`src/rtl/dmem_arbiter.sv`:
```
// Two-port round-robin arbiter with bus lock in front of the single-port data memory.
// One access accepted per cycle; the response is registered one cycle after acceptance.
module dmem_arbiter #(
  parameter int MEM_SIZE = 64,
  parameter int LOCK_MAX = 16
) (
  input  logic        clk,
  input  logic        reset_n,
  input  logic        req0_valid,
  output logic        req0_ready,
  input  logic        req0_we,
  input  logic [31:0] req0_addr,
  input  logic [31:0] req0_wdata,
  input  logic        req0_lock,
  output logic        resp0_valid,
  output logic [31:0] resp0_rdata,
  output logic        resp0_err,
  input  logic        req1_valid,
  output logic        req1_ready,
  input  logic        req1_we,
  input  logic [31:0] req1_addr,
  input  logic [31:0] req1_wdata,
  input  logic        req1_lock,
  output logic        resp1_valid,
  output logic [31:0] resp1_rdata,
  output logic        resp1_err,
  output logic        mem_we,
  output logic [31:0] mem_a,
  output logic [31:0] mem_wd,
  input  logic [31:0] mem_rd
);

  localparam int CNT_W = $clog2(LOCK_MAX + 1);

  typedef enum logic [1:0] {IDLE, OWN0, OWN1} state_t;

  state_t           state, state_nxt;
  logic             prio, prio_nxt;
  logic [CNT_W-1:0] lock_cnt, lock_cnt_nxt;

  logic        grant0, grant1, timeout, accept;
  logic        win_we, win_lock, win_in_range;
  logic [31:0] win_addr, win_wdata;

  // Winner selection. A lock owner that is not releasing this cycle loses
  // ownership once the hold counter hits LOCK_MAX.
  always_comb begin
    // NOTE: every combinational output gets a default first so no path leaves it unassigned (no latch).
    grant0  = 1'b0;
    grant1  = 1'b0;
    timeout = 1'b0;
    case (state)
      IDLE: begin
        if (req0_valid && req1_valid) begin
          grant0 = !prio;
          grant1 = prio;
        end else begin
          grant0 = req0_valid;
          grant1 = req1_valid;
        end
      end
      OWN0: begin
        if (lock_cnt >= CNT_W'(LOCK_MAX) && !(req0_valid && !req0_lock)) timeout = 1'b1;
        else grant0 = req0_valid;
      end
      OWN1: begin
        if (lock_cnt >= CNT_W'(LOCK_MAX) && !(req1_valid && !req1_lock)) timeout = 1'b1;
        else grant1 = req1_valid;
      end
      default: ;
    endcase
    if (!reset_n) begin
      grant0 = 1'b0;
      grant1 = 1'b0;
    end
  end

  assign req0_ready = grant0;
  assign req1_ready = grant1;
  assign accept     = grant0 || grant1;

  always_comb begin
    win_we    = 1'b0;
    win_lock  = 1'b0;
    win_addr  = '0;
    win_wdata = '0;
    if (grant0) begin
      win_we    = req0_we;
      win_lock  = req0_lock;
      win_addr  = req0_addr;
      win_wdata = req0_wdata;
    end else if (grant1) begin
      win_we    = req1_we;
      win_lock  = req1_lock;
      win_addr  = req1_addr;
      win_wdata = req1_wdata;
    end
  end

  assign win_in_range = win_addr < 32'(MEM_SIZE);
  assign mem_a        = win_addr;
  assign mem_wd       = win_wdata;
  assign mem_we       = accept && win_we && win_in_range;

  always_comb begin
    state_nxt    = state;
    prio_nxt     = prio;
    lock_cnt_nxt = '0;
    if (accept) begin
      prio_nxt = grant0;
      if (win_lock) state_nxt = grant0 ? OWN0 : OWN1;
      else          state_nxt = IDLE;
    end else if (timeout) begin
      state_nxt = IDLE;
      prio_nxt  = (state == OWN0);
    end
    // Counter restarts on entering an OWN state and runs while it is held.
    if (state != IDLE && state_nxt != IDLE) lock_cnt_nxt = lock_cnt + CNT_W'(1);
  end

  always_ff @(posedge clk or negedge reset_n) begin
    if (!reset_n) begin
      state       <= IDLE;
      prio        <= 1'b0;
      lock_cnt    <= '0;
      resp0_valid <= 1'b0;
      resp0_err   <= 1'b0;
      resp0_rdata <= '0;
      resp1_valid <= 1'b0;
      resp1_err   <= 1'b0;
      resp1_rdata <= '0;
    end else begin
      // NOTE: sequential state uses non-blocking assignments so every register samples pre-edge values.
      state       <= state_nxt;
      prio        <= prio_nxt;
      lock_cnt    <= lock_cnt_nxt;
      resp0_valid <= grant0;
      resp0_err   <= grant0 && !win_in_range;
      resp0_rdata <= (grant0 && !win_we && win_in_range) ? mem_rd : '0;
      resp1_valid <= grant1;
      resp1_err   <= grant1 && !win_in_range;
      resp1_rdata <= (grant1 && !win_we && win_in_range) ? mem_rd : '0;
    end
  end

endmodule

```
`config.mk`:
```
export PLATFORM = sky130hd
export DESIGN_NAME = dmem_arbiter
export DESIGN_NICKNAME = d
export VERILOG_FILES = /design/src/rtl/dmem_arbiter.sv
export SDC_FILE = /design/constraint.sdc
export NUM_CORES = 1
export LEC_CHECK = 0
export BUFFER_PORTS_ARGS = -buffer_cell sky130_fd_sc_hd__buf_2
export CAP_MARGIN = 20
export CORE_AREA = 2 2 118 120
export CTS_BUF_LIST = sky130_fd_sc_hd__clkbuf_4
export CTS_CLUSTER_DIAMETER = 100
export CTS_CLUSTER_SIZE = 40
export DETAILED_ROUTE_END_ITERATION = 8
export DIE_AREA = 0 0 120 122
export GPL_ROUTABILITY_DRIVEN = 0
export SLEW_MARGIN = 10
export SYNTH_ARGS = -nofsm -noshare
export SYNTH_HDL_FRONTEND = slang
export SYNTH_SLANG_ARGS = --single-unit
export TNS_END_PERCENT = 50
```
`constraint.sdc`:
```
create_clock -name clk -period 2.7 [get_ports clk]
set_clock_uncertainty 0.1 [all_clocks]
set_input_delay 0.54 -clock clk [delete_from_list [all_inputs] [get_ports clk]]
set_output_delay 0.54 -clock clk [all_outputs]
set_load 0.1 [all_outputs]
```
## Yosys cells after proc, flatten, opt, wreduce, memory -nomap -nowiden

Cells that the tools add are included.

- Add/sub/neg operators: 1
- Order comparisons: 2
- Eq/ne operators: 2
- Muxes and demuxes: 28
- Reductions and logical operators: 26

Operator list:

| cell | number |
|---|---|
| $mux W32 | 6 |
| $lt A32 B7 Y1 const B | 1 |
| $logic_and A1 B1 Y1 | 14 |
| $mux W1 | 14 |
| $mux W2 | 4 |
| $logic_not A1 Y1 | 7 |
| $pmux W1 S2 | 3 |
| $reduce_bool A2 Y1 | 3 |
| $add A5 B1 Y5 const B | 1 |
| $ge A5 B5 Y1 const B | 1 |
| $mux W5 | 1 |
| $eq A2 B1 Y1 const B | 1 |
| $eq A2 B2 Y1 const B | 1 |
| $logic_not A2 Y1 | 1 |
| $logic_or A1 B1 Y1 | 1 |

- Flip-flop bits (word level): 76
- Bits of input ports: 168
- Output and inout bits: 135
- Logic and storage cells: 68

## Longest topological paths before layout

- Depth after elaboration: 14
- Gate-level depth with buffers: 9
- Gate-level depth less buffers: 8

## Least setup slack after synthesis

No wires, ideal clock.

- Path type: reg2out
- Start point: reg state[0]
- End point: out mem_a[10]
- Data arrival time: 3.143 ns
- Data required time: 2.060 ns
- Setup slack: -1.083 ns
- Stages on the path, launching flop included: 8
- Path buffers: 1
- Path through: dfrtp_1 inv_1 ha_1 a21boi_2 o211ai_4 inv_4 clkbuf_1 a22o_1

- Elaborated cells on any way between the ends: 9
- Those cells by class: eq/ne (2); mux (6); reduce/logical (1)

RTL lines:

| what | RTL line | RTL |
|---|---|---|
| start, declared | 37 | `state_t state, state_nxt;` |
| start signal, assigned | 134 | `state <= state_nxt;` |
| $eq A2 B1 Y1 / $logic_not A2 Y1 (equally long branches) | 52 | `case (state)` |
| $pmux W1 S2 (*) | 52 |  |
| $mux W1 (*) | 72 | `if (!reset_n) begin` |
| via req0_ready | 10 | `output logic req0_ready,` |
| $mux W32 (*) | 87 | `if (grant0) begin` |
| end, declared | 28 | `output logic [31:0] mem_a,` |

Mark *: on every way through the listed nets, which the timed path passes. The rest lies on a longest branch.

## Worst setup path in the final report

- Start point: reg state[0]
- End point: out mem_we

- Word-level cells in the longest chain between the ends: 7
- Elaborated cells on any way between the ends: 15
- Those cells by class: order compare (1); eq/ne (2); mux (8); reduce/logical (4)

Ends and longest elaborated chain:

| what | RTL line | RTL |
|---|---|---|
| $eq A2 B2 Y1 / $logic_not A2 Y1 (equally long branches) | 52 |  |
| $pmux W1 S2 | 52 |  |
| $mux W1 | 72 |  |
| $mux W32 / $mux W1 (equally long branches) | 92 | `end else if (grant1) begin` |
| $mux W32 / $mux W1 (equally long branches) | 87 |  |
| $lt A32 B7 Y1 / $logic_and A1 B1 Y1 (equally long branches) | 100, 103 |  |
| $logic_and A1 B1 Y1 (*) | 103 | `assign mem_we = accept && win_we && win_in_range;` |
| end, declared | 27 | `output logic mem_we,` |

Every way passes the cells marked *; elsewhere a longest branch is shown, timed or not.

==> metrics.txt <==
outcome=finished with violations; failing checks=setup timing; syn nets=475; WP data required=2.06 ns; commonest non-fill, non-tap cell in the layout=buf_2; commonest cells after routing, fill and taps aside=234 x buf_2, 78 x buf_12, 76 x dfrtp_1, 51 x a22o_4, 32 x and2_1; first-pass GRT wire length=23.7 mm; pin count of the biggest net entering global routing=68; kind of end point of the critical path=output port; period utilization=111%; Post-Syn Area=3500 um2; worst reg-to-reg setup slack=0.06 ns; Mean Syn Cell Area=11.6 um2; Die Width=120 um; WS Path Type=reg2out; MaxCap Viol Count=0; Worst R2R End=resp1_rdata[30]; worst min-delay path startpoint=mem_rd[20]; DRC=0; antenna violations before repair=3; Sw Ratio=49.7%; CTS Sinks=76; I/O pin count=303; grt total ovfl=0; PwrDens=912 nW/um2; starting DRC count in detailed routing=187; Root Driver=clkbuf_4; CP Launch Type=register; Hold Crit Class=in2reg; Yosys cell types=37; htree depth=3; CTS tree=done; WL final=16.0 mm; vias per std cell=4.77; Mapped Cells=302; Final nets=809; CP Max Fanout=5; internal power=3.43 mW; setup violators final=66; worst path cell trace=inv_2 > ha_4 > a21boi_4 > o211ai_4 > inv_4 > nor2_4 > buf_12 > buf_12 > buf_16 > a32o_2 > buf_12; fin crit period=3.01 ns; CTS clk-pin slew, worst paths=0.13 ns; Die ar.=14,600 um2; # rows=43; Peak VDD IR=614 uV; GRT Total Usage=21.5%; crit path DAT=2.37 ns; Avg WL per Cell=19.5 um; initial core utilization=25.9%; measured slew at the worst slew-check pin=0.805 ns; area growth from synthesis to layout=114%; Flop pwr share=18.4%; Power Total=6.81 mW; Detail Route Antenna Nets=0; RSZ-0062 raised after global routing=yes; most used cell, CP=buf_12; share of cells above drive strength 1=68.8%; fin util=55.3%; final worst-path setup slack=-0.306 ns; Worst Hold Path Cells=2; hold endpoint=resp0_rdata[20]; Synth Warn #=0; die height=122 um; clock power share=11.0%; vias in the first global route=4,198; Max Root-Sink Buffers=2; relative slew slack=46.3%; share of the yosys chip area belonging to registers=54.4%; drt first pass iters=4; Post-Place Setup Slack=0.0133 ns; cells on worst reg2reg path=11; PortBufs=302; CP peak stage delay=0.41 ns; Fmax achieved=333 MHz; switching power=3.39 mW; Clk Latency, worst-skew pair=0.41 ns; RR Startpoint=state[0]; final number of hold-violating endpoints=0; Num CTS Buffers=9; DP HPWL=12.5 mm; Leak=4.03 nW; final max-slew violation count=0; Comb pwr share=70.6%; #FFs+latches synth=76; slowest CP cell=dfrtp_1; total core area=13,500 um2; via count=3,922
[how the worst max path moves through the flow]
stage,slack [ns],endpoint,from
4_1_cts,-0.34,mem_we,state[0]
2_1_floorplan,-0.21,mem_wd[1],state[0]
5_1_grt,-0.42,mem_we,state[0]
3_5_place_dp,0.01,mem_we,req1_addr[10]
6_report,-0.31,mem_we,state[0]
3_3_place_gp,-0.003,mem_we,req1_addr[10]
[metal layers]
metal  routed length, um  vias up  share of wire [%]  GRT usage [%]
met5                   0        -                  0              0
li1                    -     1800                  -              -
met2                8230      210                 51           36.6
met3                1410       16                8.8           7.44
met1                6100     1896                 38           25.3
met4                 282        0                1.8           7.43
[worst max-delay path, delay by kind of cell, from the launching register on]
kind,cells,cell delay [ns]
buffers and inverters,6,0.68
AO/OA/AOI/OAI,3,0.54
flip-flops,1,0.41
adder cells (fa/ha/maj),1,0.17
AND/OR/NAND/NOR,1,0.16
[power by group through the flow]
stage	clock network, mW	logic [mW]	registers (mW)
after floorplan	0	2.54	1.66
after global placement	0	4.41	1.27
after detailed placement	0	4.43	1.27
after CTS	0.777	4.81	1.26
after global routing	0.837	4.96	1.26
final	0.747	4.81	1.25
[Yosys cell counts]
cell type | number | share of area [%]
or2_2 | 2 | 0.36
buf_1 | 5 | 0.54
xor2_1 | 2 | 0.50
a21boi_2 | 1 | 0.32
o221a_4 | 1 | 0.57
xnor2_1 | 1 | 0.25
buf_2 | 5 | 0.72
and2_1 | 32 | 5.7
buf_6 | 3 | 0.97
and3_1 | 32 | 5.7
a211o_1 | 1 | 0.25
o21ai_0 | 2 | 0.29
a21boi_1 | 1 | 0.21
nor3_1 | 5 | 0.72
a32o_1 | 1 | 0.29
nor3b_1 | 1 | 0.21
nand4_1 | 2 | 0.36
mux2i_1 | 1 | 0.29
ha_1 | 5 | 1.8
inv_1 | 6 | 0.64
nor4_1 | 13 | 2.3
nand2_1 | 5 | 0.54
nand2b_1 | 3 | 0.54
nor2_1 | 7 | 0.75
clkbuf_1 | 10 | 1.1
o211ai_4 | 1 | 0.61
a211oi_1 | 1 | 0.21
or3_4 | 1 | 0.32
a22o_1 | 64 | 16
nand3_1 | 5 | 0.72
a22oi_1 | 2 | 0.43
o221ai_1 | 1 | 0.25
dfrtp_1 | 76 | 54
o22a_4 | 1 | 0.50
inv_4 | 1 | 0.18
a21oi_2 | 1 | 0.25
a21oi_1 | 1 | 0.14
[cell type report]
cell class | count | area, um2
multi-input cells | 196 | 1970
diodes | 3 | 7.51
fillers | 1130 | 6040
flip-flops and latches | 76 | 1900
repair buffers | 346 | 3180
well taps | 180 | 225
clock inverters | 5 | 77.6
inverters | 7 | 28.8
clock buffers | 10 | 75.1
[registers in the layout, summed over array words and instances (netlist names)]
signal / count
lock_cnt: 5
resp0_valid: 1
resp1_rdata: 32
resp1_err: 1
resp0_rdata: 32
state: 2
resp1_valid: 1
resp0_err: 1
prio: 1
[per-stage QoR]
step                      TNS [ns]  cell area [um2]  cells  hold WS, ns
after CTS                   -19.31             7440    818        0.182
final                       -17.30             7470    823        0.222
after global routing        -24.80             7470    823        0.182
after detailed placement         0             6860    786        0.391
after floorplan              -2.79             3970    302        0.144
after global placement    -0.00320             6860    786        0.375
[cell families after synthesis]
family                     share of synthesized area (%)
and+or+nand+nor                                     18.3
AOI/OAI and AO/OA                                   20.4
DFF                                                 54.4
buffers and inverters                               4.12
adders and majority gates                           1.79
xor gates and xnor gates                           0.752
muxes                                              0.286
[timing repair]
item,in CTS,in global routing
cloned,7,0
pin swaps,6,5
hold buffers,1,0
setup endpoints to repair,67,67
resized for setup,27,1
hold endpoints to repair,9,0
setup buffers,9,2
(Power assumes the default switching activity.)
